[src/rtl/sd_clk_ctrl.sv]
// SD card clock controller: free-running divider, power-up init clocks,
// glitch-free slow/fast switching, stop/restart and iclk-domain edge strobes.
module sd_clk_ctrl #(
  parameter int SLOW_DIV_LOG2 = 7,
  parameter int INIT_CYCLES   = 80
) (
  input  logic iclk,
  input  logic irst_n,
  input  logic isel_clk,
  input  logic istop,
  output logic oclk_sd,
  output logic orise,
  output logic ofall,
  output logic osel_ack,
  output logic ostopped,
  output logic oinit_done
);

  localparam int CW = SLOW_DIV_LOG2 - 1;
  localparam int EW = $clog2(INIT_CYCLES + 1);

  typedef enum logic [1:0] {S_INIT, S_RUN, S_STOP} state_e;

  state_e          state_q, state_d;
  logic [CW-1:0]   cnt_q, cnt_d;
  logic [EW-1:0]   edges_q, edges_d;
  logic            clk_q, clk_d;
  logic            rise_q, rise_d;
  logic            fall_q, fall_d;
  logic            sel_q, sel_d;
  logic            stop_q, done_q;
  logic            tick;

  // Slow ticks land on the last count so each half-period is exactly 2^CW cycles.
  assign tick = sel_q | (&cnt_q);

  always_comb begin
    state_d = state_q;
    cnt_d   = cnt_q + 1'b1;
    edges_d = edges_q;
    clk_d   = clk_q;
    sel_d   = sel_q;
    rise_d  = 1'b0;
    fall_d  = 1'b0;
    case (state_q)
      S_INIT: begin
        if (tick) begin
          clk_d  = ~clk_q;
          rise_d = ~clk_q;
          fall_d = clk_q;
          if (!clk_q && edges_q != EW'(INIT_CYCLES)) edges_d = edges_q + 1'b1;
          if (clk_q && edges_q == EW'(INIT_CYCLES)) state_d = S_RUN;
        end
      end
      S_RUN: begin
        if (istop && !clk_q) begin
          // Parking while low: any rising tick this cycle is swallowed.
          state_d = S_STOP;
          cnt_d   = '0;
        end else if (tick) begin
          clk_d  = ~clk_q;
          rise_d = ~clk_q;
          fall_d = clk_q;
          if (clk_q) begin
            // Rate changes only at a fall so the following low phase is whole.
            if (isel_clk != sel_q) begin
              sel_d = isel_clk;
              cnt_d = '0;
            end
            if (istop) begin
              state_d = S_STOP;
              cnt_d   = '0;
            end
          end
        end
      end
      S_STOP: begin
        cnt_d = '0;
        sel_d = isel_clk;
        if (!istop) state_d = S_RUN;
      end
      default: state_d = S_INIT;
    endcase
  end

  always_ff @(posedge iclk or negedge irst_n) begin
    if (!irst_n) begin
      state_q <= S_INIT;
      cnt_q   <= '0;
      edges_q <= '0;
      clk_q   <= 1'b0;
      rise_q  <= 1'b0;
      fall_q  <= 1'b0;
      sel_q   <= 1'b0;
      stop_q  <= 1'b0;
      done_q  <= 1'b0;
    end else begin
      state_q <= state_d;
      cnt_q   <= cnt_d;
      edges_q <= edges_d;
      clk_q   <= clk_d;
      rise_q  <= rise_d;
      fall_q  <= fall_d;
      sel_q   <= sel_d;
      stop_q  <= (state_q == S_STOP);
      done_q  <= done_q | (state_q != S_INIT);
    end
  end

  assign oclk_sd    = clk_q;
  assign orise      = rise_q;
  assign ofall      = fall_q;
  assign osel_ack   = sel_q;
  assign ostopped   = stop_q;
  assign oinit_done = done_q;

endmodule

[config.mk]
export PLATFORM = sky130hd
export DESIGN_NAME = sd_clk_ctrl
export DESIGN_NICKNAME = d
export VERILOG_FILES = /design/src/rtl/sd_clk_ctrl.sv
export SDC_FILE = /design/constraint.sdc
export NUM_CORES = 1
export LEC_CHECK = 0
export BUFFER_PORTS_ARGS = -buffer_cell sky130_fd_sc_hd__clkbuf_2
export CAP_MARGIN = 40
export CORE_MARGIN = 8
export CORE_UTILIZATION = 64
export CTS_BUF_LIST = sky130_fd_sc_hd__clkbuf_8
export DETAILED_ROUTE_END_ITERATION = 16
export PLACE_DENSITY_LB_ADDON = 0.3
export SLEW_MARGIN = 40
export SYNTH_ARGS = -nofsm -noshare
export SYNTH_HDL_FRONTEND = slang
export SYNTH_SLANG_ARGS = --single-unit
[constraint.sdc]
create_clock -name iclk -period 3.25 [get_ports iclk]
set_input_delay 0.325 -clock iclk [delete_from_list [all_inputs] [get_ports iclk]]
set_output_delay 0.325 -clock iclk [all_outputs]
set_load 0.02 [all_outputs]
### Word-level counts from Yosys, hierarchy flattened

Cells that the tools add are included.

* bits of input ports: 4
* output and inout port bits: 6
* logic and storage cells: 70
* register bits after elaboration: 21

* reductions and logical operators: 13
* add/subtract/negate cells: 2
* equality and inequality tests: 15
* muxes and demuxes: 28
* bitwise logic cells: 3

Operators with widths (number)
* two-way mux 6 bit: 5
* two-way mux 2 bit: 7
* inequality test 2 bit (second input constant): 7
* case mux 6 bit (2 select lines): 1
* AND reduction 6 bit: 2
* two-way mux 1 bit: 10
* inequality test 3 bit (second input constant): 3
* case mux 1 bit (2 select lines): 4
* adder 7 x 1 -> 7 bit (second input constant): 1
* == test 7 bit (second input constant): 1
* inequality test 7 bit (second input constant): 1
* adder 6 x 1 -> 6 bit (second input constant): 1
* case mux 2 bit (3 select lines): 1
* nonzero test 2 bit: 3
* AND reduction 5 bit: 1
* logical AND 1 bit: 3
* AND reduction 3 bit: 1
* == test 2 x 1 -> 1 bit (second input constant): 1
* == test 2 bit (second input constant): 1
* zero test 2 bit: 1
* OR 1 bit: 2
* AND reduction 2 bit: 1
* zero test 1 bit: 1
* inequality test 1 bit: 1
* NOT 1 bit: 1

### Logic depth before layout (Yosys ltp)

Gate-level depths: netlist (run 1).

* depth after elaboration: 7
* mapped depth: 8
* mapped depth without buffers: 7

### Worst setup path before layout (run 1)

No wires, ideal clock.

* path type: reg2reg
* from: register state_q[0]
* to: register edges_q[1]
* required time: 3123 ps
* buffers on the path: 1
* cell stages (with the launch flop): 7
* setup slack: 1549 ps
* arrival time: 1573 ps
* setup time: 127 ps
* period minus slack after synthesis: 1701 ps
* cell sequence: dfrtp_1 > inv_1 > ha_1 > o31ai_1 > or3_1 > buf_6 > mux2_1

* longest elaborated chain between the ends: 2

RTL lines
* start: declaration: RTL line 24 `state_e state_q, state_d;`
* start signal: assignment: RTL line 98 `state_q <= state_d;`
* zero test 2 bit: RTL line 45 `case (state_q)`
* AND reduction 3 bit (no line)
* end signal: assignment: RTL line 100 `edges_q <= edges_d;`
* end: declaration: RTL line 26 `logic [EW-1:0] edges_q, edges_d;`

No other way between the ends.
A chain may end at the register's enable or synchronous reset.

### Worst setup path after layout (run 1)

Same ends and word-level chain as after synthesis.

==> results.md, run 1 <==
* Status: completed
* R2R depth at 5
* Layout cells sized above 1 at 16.8%
* Max-slew violation count at 0
* Mux contribution to synthesized area at 2.90%
* Syn Nets at 107
* Critical path launch point: state_q[0]
* Seq/Total Area, Yosys at 48.8%
* Worst-path clk slew at 0.08 ns
* Peak supply drop at 0.000216 V
* Overall Global Routing Usage at 11.5%
* Xor/xnor share of the synthesized area at 8.94%
* Post-synthesis cell type count at 31
* DRC viols at 0
* Crit Path Class: reg -> reg
* WP data arrival at 2.07 ns
* Worst hold slack at 0.0161 ns
* Initial drt markers at 7
* Setup bufs post-CTS at 0
* Max_cap viols at 0
* Pwr per Cell Area at 373 mW/mm^2
* FF-to-FF setup slack at 1.33 ns
* Synth Area in Simple Gates at 17.7%
* CORE AREA at 0.00165 sq mm
* Post-Synthesis Cells at 96
* Setup Viol. Count Final at 0
* Insertion delay of the later-clocked pin in the worst-skew pair at 0.26 ns
* Area grow syn2layout at 9.06%
* RSZ-0062 raised after global routing: false
* CTS max path bufs at 2
* Fin crit period at 1.92 ns
* FP Rows at 15
* Die area at 0.00325 sq mm
* Post-route ant nets at 0
* Worst-Margin Slew at 0.499 ns
* Antenna diodes at 0
* CTS-repair resized insts at 0
* Die width at 57.0 um
* Synthesized area at 0.00108 sq mm
* Initial antenna violation count at 0
* Worst EP required at 3.39 ns
* Final net count at 119
* Number of clock sinks at 21
* Via Count at 685
* First-pass GRT wire length at 2.99 mm
* YS warnings at 0
* Largest net degree at the start of global routing at 22
* Setup crit end kind: flop
* Crit path max fanout at 7
* RD Place Congestion at 0.814
* Vias in the first global route at 668
* HP Class: in -> async
* Routed vias/inst at 5.52
* Seq cells post-synth at 21
* Final core occ at 71.1%
* CP Launch Type: flop
* Final Hold Vio Count at 0
* Non-filler cells, final at 124
* PortBufs at 9
* Overflow after GRT at 0
* Setup TNS at 0 ns
* Clock tree root buffer cell: clkbuf_8
* I/O pin cnt at 10
* Layout Skew at 0.00534 ns
* Placed insts at 120
* Syn avg cell area at 11.2 sq um
* Chip height at 57.0 um
* Final instance area at 0.00117 sq mm
* Max Clock Freq at 520 MHz
* CTS hold repair buffers at 0
* CTS tree: yes
* Max_slew headroom at 66.7%
* H-tree depth at 1
* Largest family of logic cells by synthesized area: simple AND/OR/NAND/NOR gates
* Routed length per instance at 13.9 um
* RR Endpoint: edges_q[1]
* Post-synthesis compound-gate area fraction at 10.1%
* Inserted Clock Buffers at 3
* Pleak at 0.568 nW
* Initial Util at 65.2%
* Synth Area in Adders at 8.13%
* Drt first pass iters at 4
* Pwr Total at 0.438 mW
* Final period util at 59.2%
* RR Startpoint: state_q[0]
* Setup ws final at 1.33 ns
* Dpl ws at 1.32 ns
* Area after DPL at 0.00113 sq mm
* Routed WL at 1.72 mm
* Crit path to: edges_q[1]
* Final HPWL DP at 1.29 mm
==> cell type report <==
type,count,area (sq um)
clock inverter,1,5.00
sequential,21,526
tap,17,21.3
fill,120,477
inverter,6,22.5
clock buffer,3,41.3
multi-input combinational,67,514
timing repair buffer,9,45.0
==> worst max-delay path, stage by stage (launching register included) <==
cell and delay (ns):
dfrtp_1 0.40, inv_1 0.10, ha_1 0.30, o31ai_1 0.13
or3_1 0.51, mux2_1 0.37
==> power breakdown <==
group,switching [mW],leakage (nW),internal [mW]
Combinational,0.00662,0.274,0.00204
Clock,0.0828,0.0255,0.0853
Sequential,0,0.268,0.261
Total,0.0894,0.568,0.348
==> placed cells by master, fill, tap and decap left out, drive strengths merged <==
master,instances
a221oi,1
or3,1
o31ai,2
a21oi,4
nor3,3
nand2b,2
nand4,1
nand2,3
a31oi,1
xnor2,3
a21o,1
o21ai,1
nor3b,1
clkinv,1
dfrtp,21
nor2,13
nor2b,2
nand3,4
inv,6
mux2,1
ha,7
o21bai,1
o21a,1
and3,1
mux2i,2
clkbuf,12
o32a,1
xor2,8
nand4b,1
nand3b,1
==> sequential cells by signal, indices dropped and copies added (netlist names) <==
signal,count
state_q,2
ofall,1
cnt_q,6
edges_q,7
oclk_sd,1
oinit_done,1
ostopped,1
orise,1
osel_ack,1
==> logic make-up (layout without fill, tap and decap cells) <==
family / count (synthesis) / after routing
simple gates: 33 / 33
flops: 21 / 21
xor+xnor: 11 / 11
compound gates: 13 / 13
mux: 3 / 3
buf+inv: 8 / 19
fa+ha+maj: 7 / 7
==> cell usage after synthesis <==
| library cell | n | area (sq um) |
|---|---|---|
| dfrtp_1 | 21 | 526 |
| nor2_1 | 13 | 48.8 |
| xor2_1 | 8 | 70.1 |
| ha_1 | 7 | 87.6 |
| inv_1 | 6 | 22.5 |
| a21oi_1 | 4 | 20.0 |
| nand3_1 | 4 | 20.0 |
| nand2_1 | 3 | 11.3 |
| xnor2_1 | 3 | 26.3 |
| mux2i_1 | 2 | 20.0 |
| nand2b_1 | 2 | 12.5 |
| nor2b_1 | 2 | 12.5 |
| nor3_4 | 2 | 32.5 |
| o31ai_1 | 2 | 15.0 |
| a21o_1 | 1 | 7.51 |
| a221oi_2 | 1 | 15.0 |
| a31oi_4 | 1 | 21.3 |
| and3_4 | 1 | 11.3 |
| buf_6 | 1 | 11.3 |
| clkbuf_1 | 1 | 3.75 |
| mux2_1 | 1 | 11.3 |
| nand3b_1 | 1 | 7.51 |
| nand4_1 | 1 | 6.26 |
| nand4b_1 | 1 | 8.76 |
| nor3_1 | 1 | 5.00 |
| nor3b_1 | 1 | 7.51 |
| o21a_1 | 1 | 7.51 |
| o21ai_0 | 1 | 5.00 |
| o21bai_1 | 1 | 7.51 |
| o32a_1 | 1 | 10.0 |
| or3_1 | 1 | 6.26 |
==> metal layers <==
layer	global-route usage, %	share of wire (%)	vias up
li1	-	-	344
met1	14.5	47	325
met2	16.9	46	11
met3	3.77	4.8	5
met4	6.04	2.2	0
met5	0	0	-
==> worst min path at each step <==
stage | end
final | orise
after global routing | edges_q[3]
after CTS | orise
after detailed placement | edges_q[5]
after global placement | edges_q[5]
after floorplan | cnt_q[0]
Power figures use the tool's default switching activity.
==> inputs of run 2 (changes only) <==
--- a/config.mk
+++ b/config.mk
@@ -8,7 +8,7 @@
 export BUFFER_PORTS_ARGS = -buffer_cell sky130_fd_sc_hd__clkbuf_2
 export CAP_MARGIN = 40
 export CORE_MARGIN = 8
-export CORE_UTILIZATION = 64
+export CORE_UTILIZATION = 60
 export CTS_BUF_LIST = sky130_fd_sc_hd__clkbuf_8
 export DETAILED_ROUTE_END_ITERATION = 16
 export PLACE_DENSITY_LB_ADDON = 0.3
==> constraint.sdc (replaced) <==
create_clock -name iclk -period 1.9 [get_ports iclk]
set_input_delay 0.19 -clock iclk [delete_from_list [all_inputs] [get_ports iclk]]
set_output_delay 0.19 -clock iclk [all_outputs]
set_load 0.02 [all_outputs]
==> run 2 against run 1 <==
Routed wire length grew 4.2%. Clock power rose by 71%. Combinational power rose by 92%. Total power rose by 71%. Core utilization up 0.73 points. Sequential cell count is the same. Critical path depth rose by 2.
==> results.md, run 2 (synthesis gave the netlist of run 1 again) <==
* Status: completed
* CORE AREA at 0.00171 sq mm
* Top Registers: edges_q: 7 flops, cnt_q: 6 flops, state_q: 2 flops
* Final instance area at 0.00123 sq mm
* Antenna diodes at 0
* Crit path max fanout at 4
* CP peak stage delay at 0.40 ns
* CTS tree: yes
* Post-route ant nets at 0
* Max_slew headroom at 66.3%
* Setup Viol. Count Final at 0
* Die area at 0.00341 sq mm
* RD Place Congestion at 0.851
* Drt first pass iters at 4
* WP data arrival at 2.01 ns
* RSZ-0062 raised after global routing: true
* Initial Util at 63.1%
* FP Rows at 15
* Worst-Margin Slew at 0.506 ns
* Insertion delay of the later-clocked pin in the worst-skew pair at 0.26 ns
* H-tree depth at 1
* Crit path cell chain: inv_1, ha_1, nand4b_1, o31ai_2, nand3b_1, a221oi_2, mux2i_1
* Crit Path Class: reg -> reg
* Area after DPL at 0.00115 sq mm
* Fin crit period at 1.83 ns
* PortBufs at 9
* Initial drt markers at 7
* Slowest cell on crit path: dfrtp_1
* Layout Skew at 0.00206 ns
* Overflow after GRT at 0
* Worst-path clk slew at 0.08 ns
* HP Class: in -> reg
* Most used cells in the layout excluding fill and tap cells: 21 x dfrtp_1, 13 x nor2_1, 9 x clkbuf_2
* Most common cell after layout, fill and taps aside: dfrtp_1
* Routed vias/inst at 5.28
* R2R depth at 7
* RR Startpoint: edges_q[1]
* Routed length per instance at 13.2 um
* Overall Global Routing Usage at 11.4%
* Final period util at 96.2%
* Inserted Clock Buffers at 3
* Final Hold Vio Count at 0
* Final net count at 123
* Max_cap viols at 0
* CTS max path bufs at 2
* Layout cells sized above 1 at 20.7%
* Number of clock sinks at 21
* Vias in the first global route at 700
* Worst EP required at 2.08 ns
* RR Endpoint: state_q[1]
* Max reg flops at 7
* Setup TNS at 0 ns
* Die width at 58.4 um
* Max-slew violation count at 0
* First-pass GRT wire length at 3.02 mm
* Setup ws final at 0.0723 ns
* Area grow syn2layout at 13.9%
* Via Count at 718
* Pleak at 0.592 nW
* Final HPWL DP at 1.27 mm
* FF-to-FF setup slack at 0.07 ns
* Routed WL at 1.79 mm
* DRC viols at 0
* Dpl ws at 0.0417 ns
* Initial antenna violation count at 0
* CP Launch Type: flop
* Critical path launch point: edges_q[1]
* Crit path to: state_q[1]
* Max Clock Freq at 547 MHz
* Peak supply drop at 0.000506 V
* Clock tree root buffer cell: clkbuf_8
* Largest net degree at the start of global routing at 22
* Chip height at 58.4 um
* I/O pin cnt at 10
* Setup crit end kind: flop
* Biggest register: edges_q
* Pwr per Cell Area at 611 mW/mm^2
==> run 2: changes by cell type in the layout (fill, tap and decap cells not counted) <==
cell	delta
or3_4	+1
buf_4	+3
o31ai_2	+1
o31ai_1	-1
dlygate4sd3_1	+1
or3_1	-1
==> run 2: critical path, delay by kind of cell (launching register included) <==
family | cells | cell delay (ns)
and+or+nand+nor | 2 | 0.27
buffers and inverters | 1 | 0.07
muxes | 1 | 0.22
adders and majority gates | 1 | 0.15
AOI/OAI and AO/OA | 2 | 0.64
DFF | 1 | 0.40
==> run 2: worst min-delay path by stage <==
| stage | from | to | slack (ns) | depth (start not counted) |
|---|---|---|---|---|
| 6_report | isel_clk | osel_ack | 0.20 | 2 |
| 5_1_grt | isel_clk | osel_ack | 0.21 | 2 |
| 4_1_cts | isel_clk | osel_ack | 0.20 | 2 |
| 3_5_place_dp | irst_n | edges_q[4] | 0.18 | 1 |
| 3_3_place_gp | irst_n | edges_q[5] | 0.17 | 1 |
| 2_1_floorplan | irst_n | cnt_q[0] | -0.11 | 0 |
==> run 2: per-stage QoR <==
step                      power [mW]  cells  utilization, %  hold slack (ns)
final                          0.750    136            71.9            0.198
after global routing           0.774    136            71.9            0.212
after CTS                      0.759    134            70.7            0.202
after detailed placement       0.471    129            67.1            0.185
after global placement         0.471    129            67.1            0.174
after floorplan                0.458     96               -           -0.106
==> run 2: repair_timing <==
action                                  4_1_cts  5_1_grt
endpoints found under the setup margin        1        3
endpoints found under the hold margin        21        0
gates cloned                                  0        0
pin swaps                                     0        2
buffers inserted                              0        2
gates resized for setup                       1        1
hold buffers                                  1        0
==> run 2: layer usage <==
metal / track usage, % / wire length, um / vias up
li1: - / - / 357
met1: 13.6 / 862 / 342
met2: 18.7 / 829 / 15
met3: 3.04 / 83 / 4
met4: 5.24 / 17 / 0
met5: 0 / 0 / -
==> run 2: layout make-up <==
| class | count | area [sq um] |
|---|---|---|
| Clock inverter | 1 | 5.00 |
| Multi-Input combinational cell | 67 | 524 |
| Tap cell | 25 | 31.3 |
| Sequential cell | 21 | 526 |
| Timing Repair Buffer | 13 | 77.6 |
| Inverter | 6 | 22.5 |
| Clock buffer | 3 | 41.3 |
| Fill cell | 122 | 480 |
==> run 2: power by group <==
group | switching [mW] | internal (mW)
Combinational | 0.0118 | 0.00483
Clock | 0.141 | 0.146
Sequential | 0 | 0.447
Total | 0.153 | 0.597
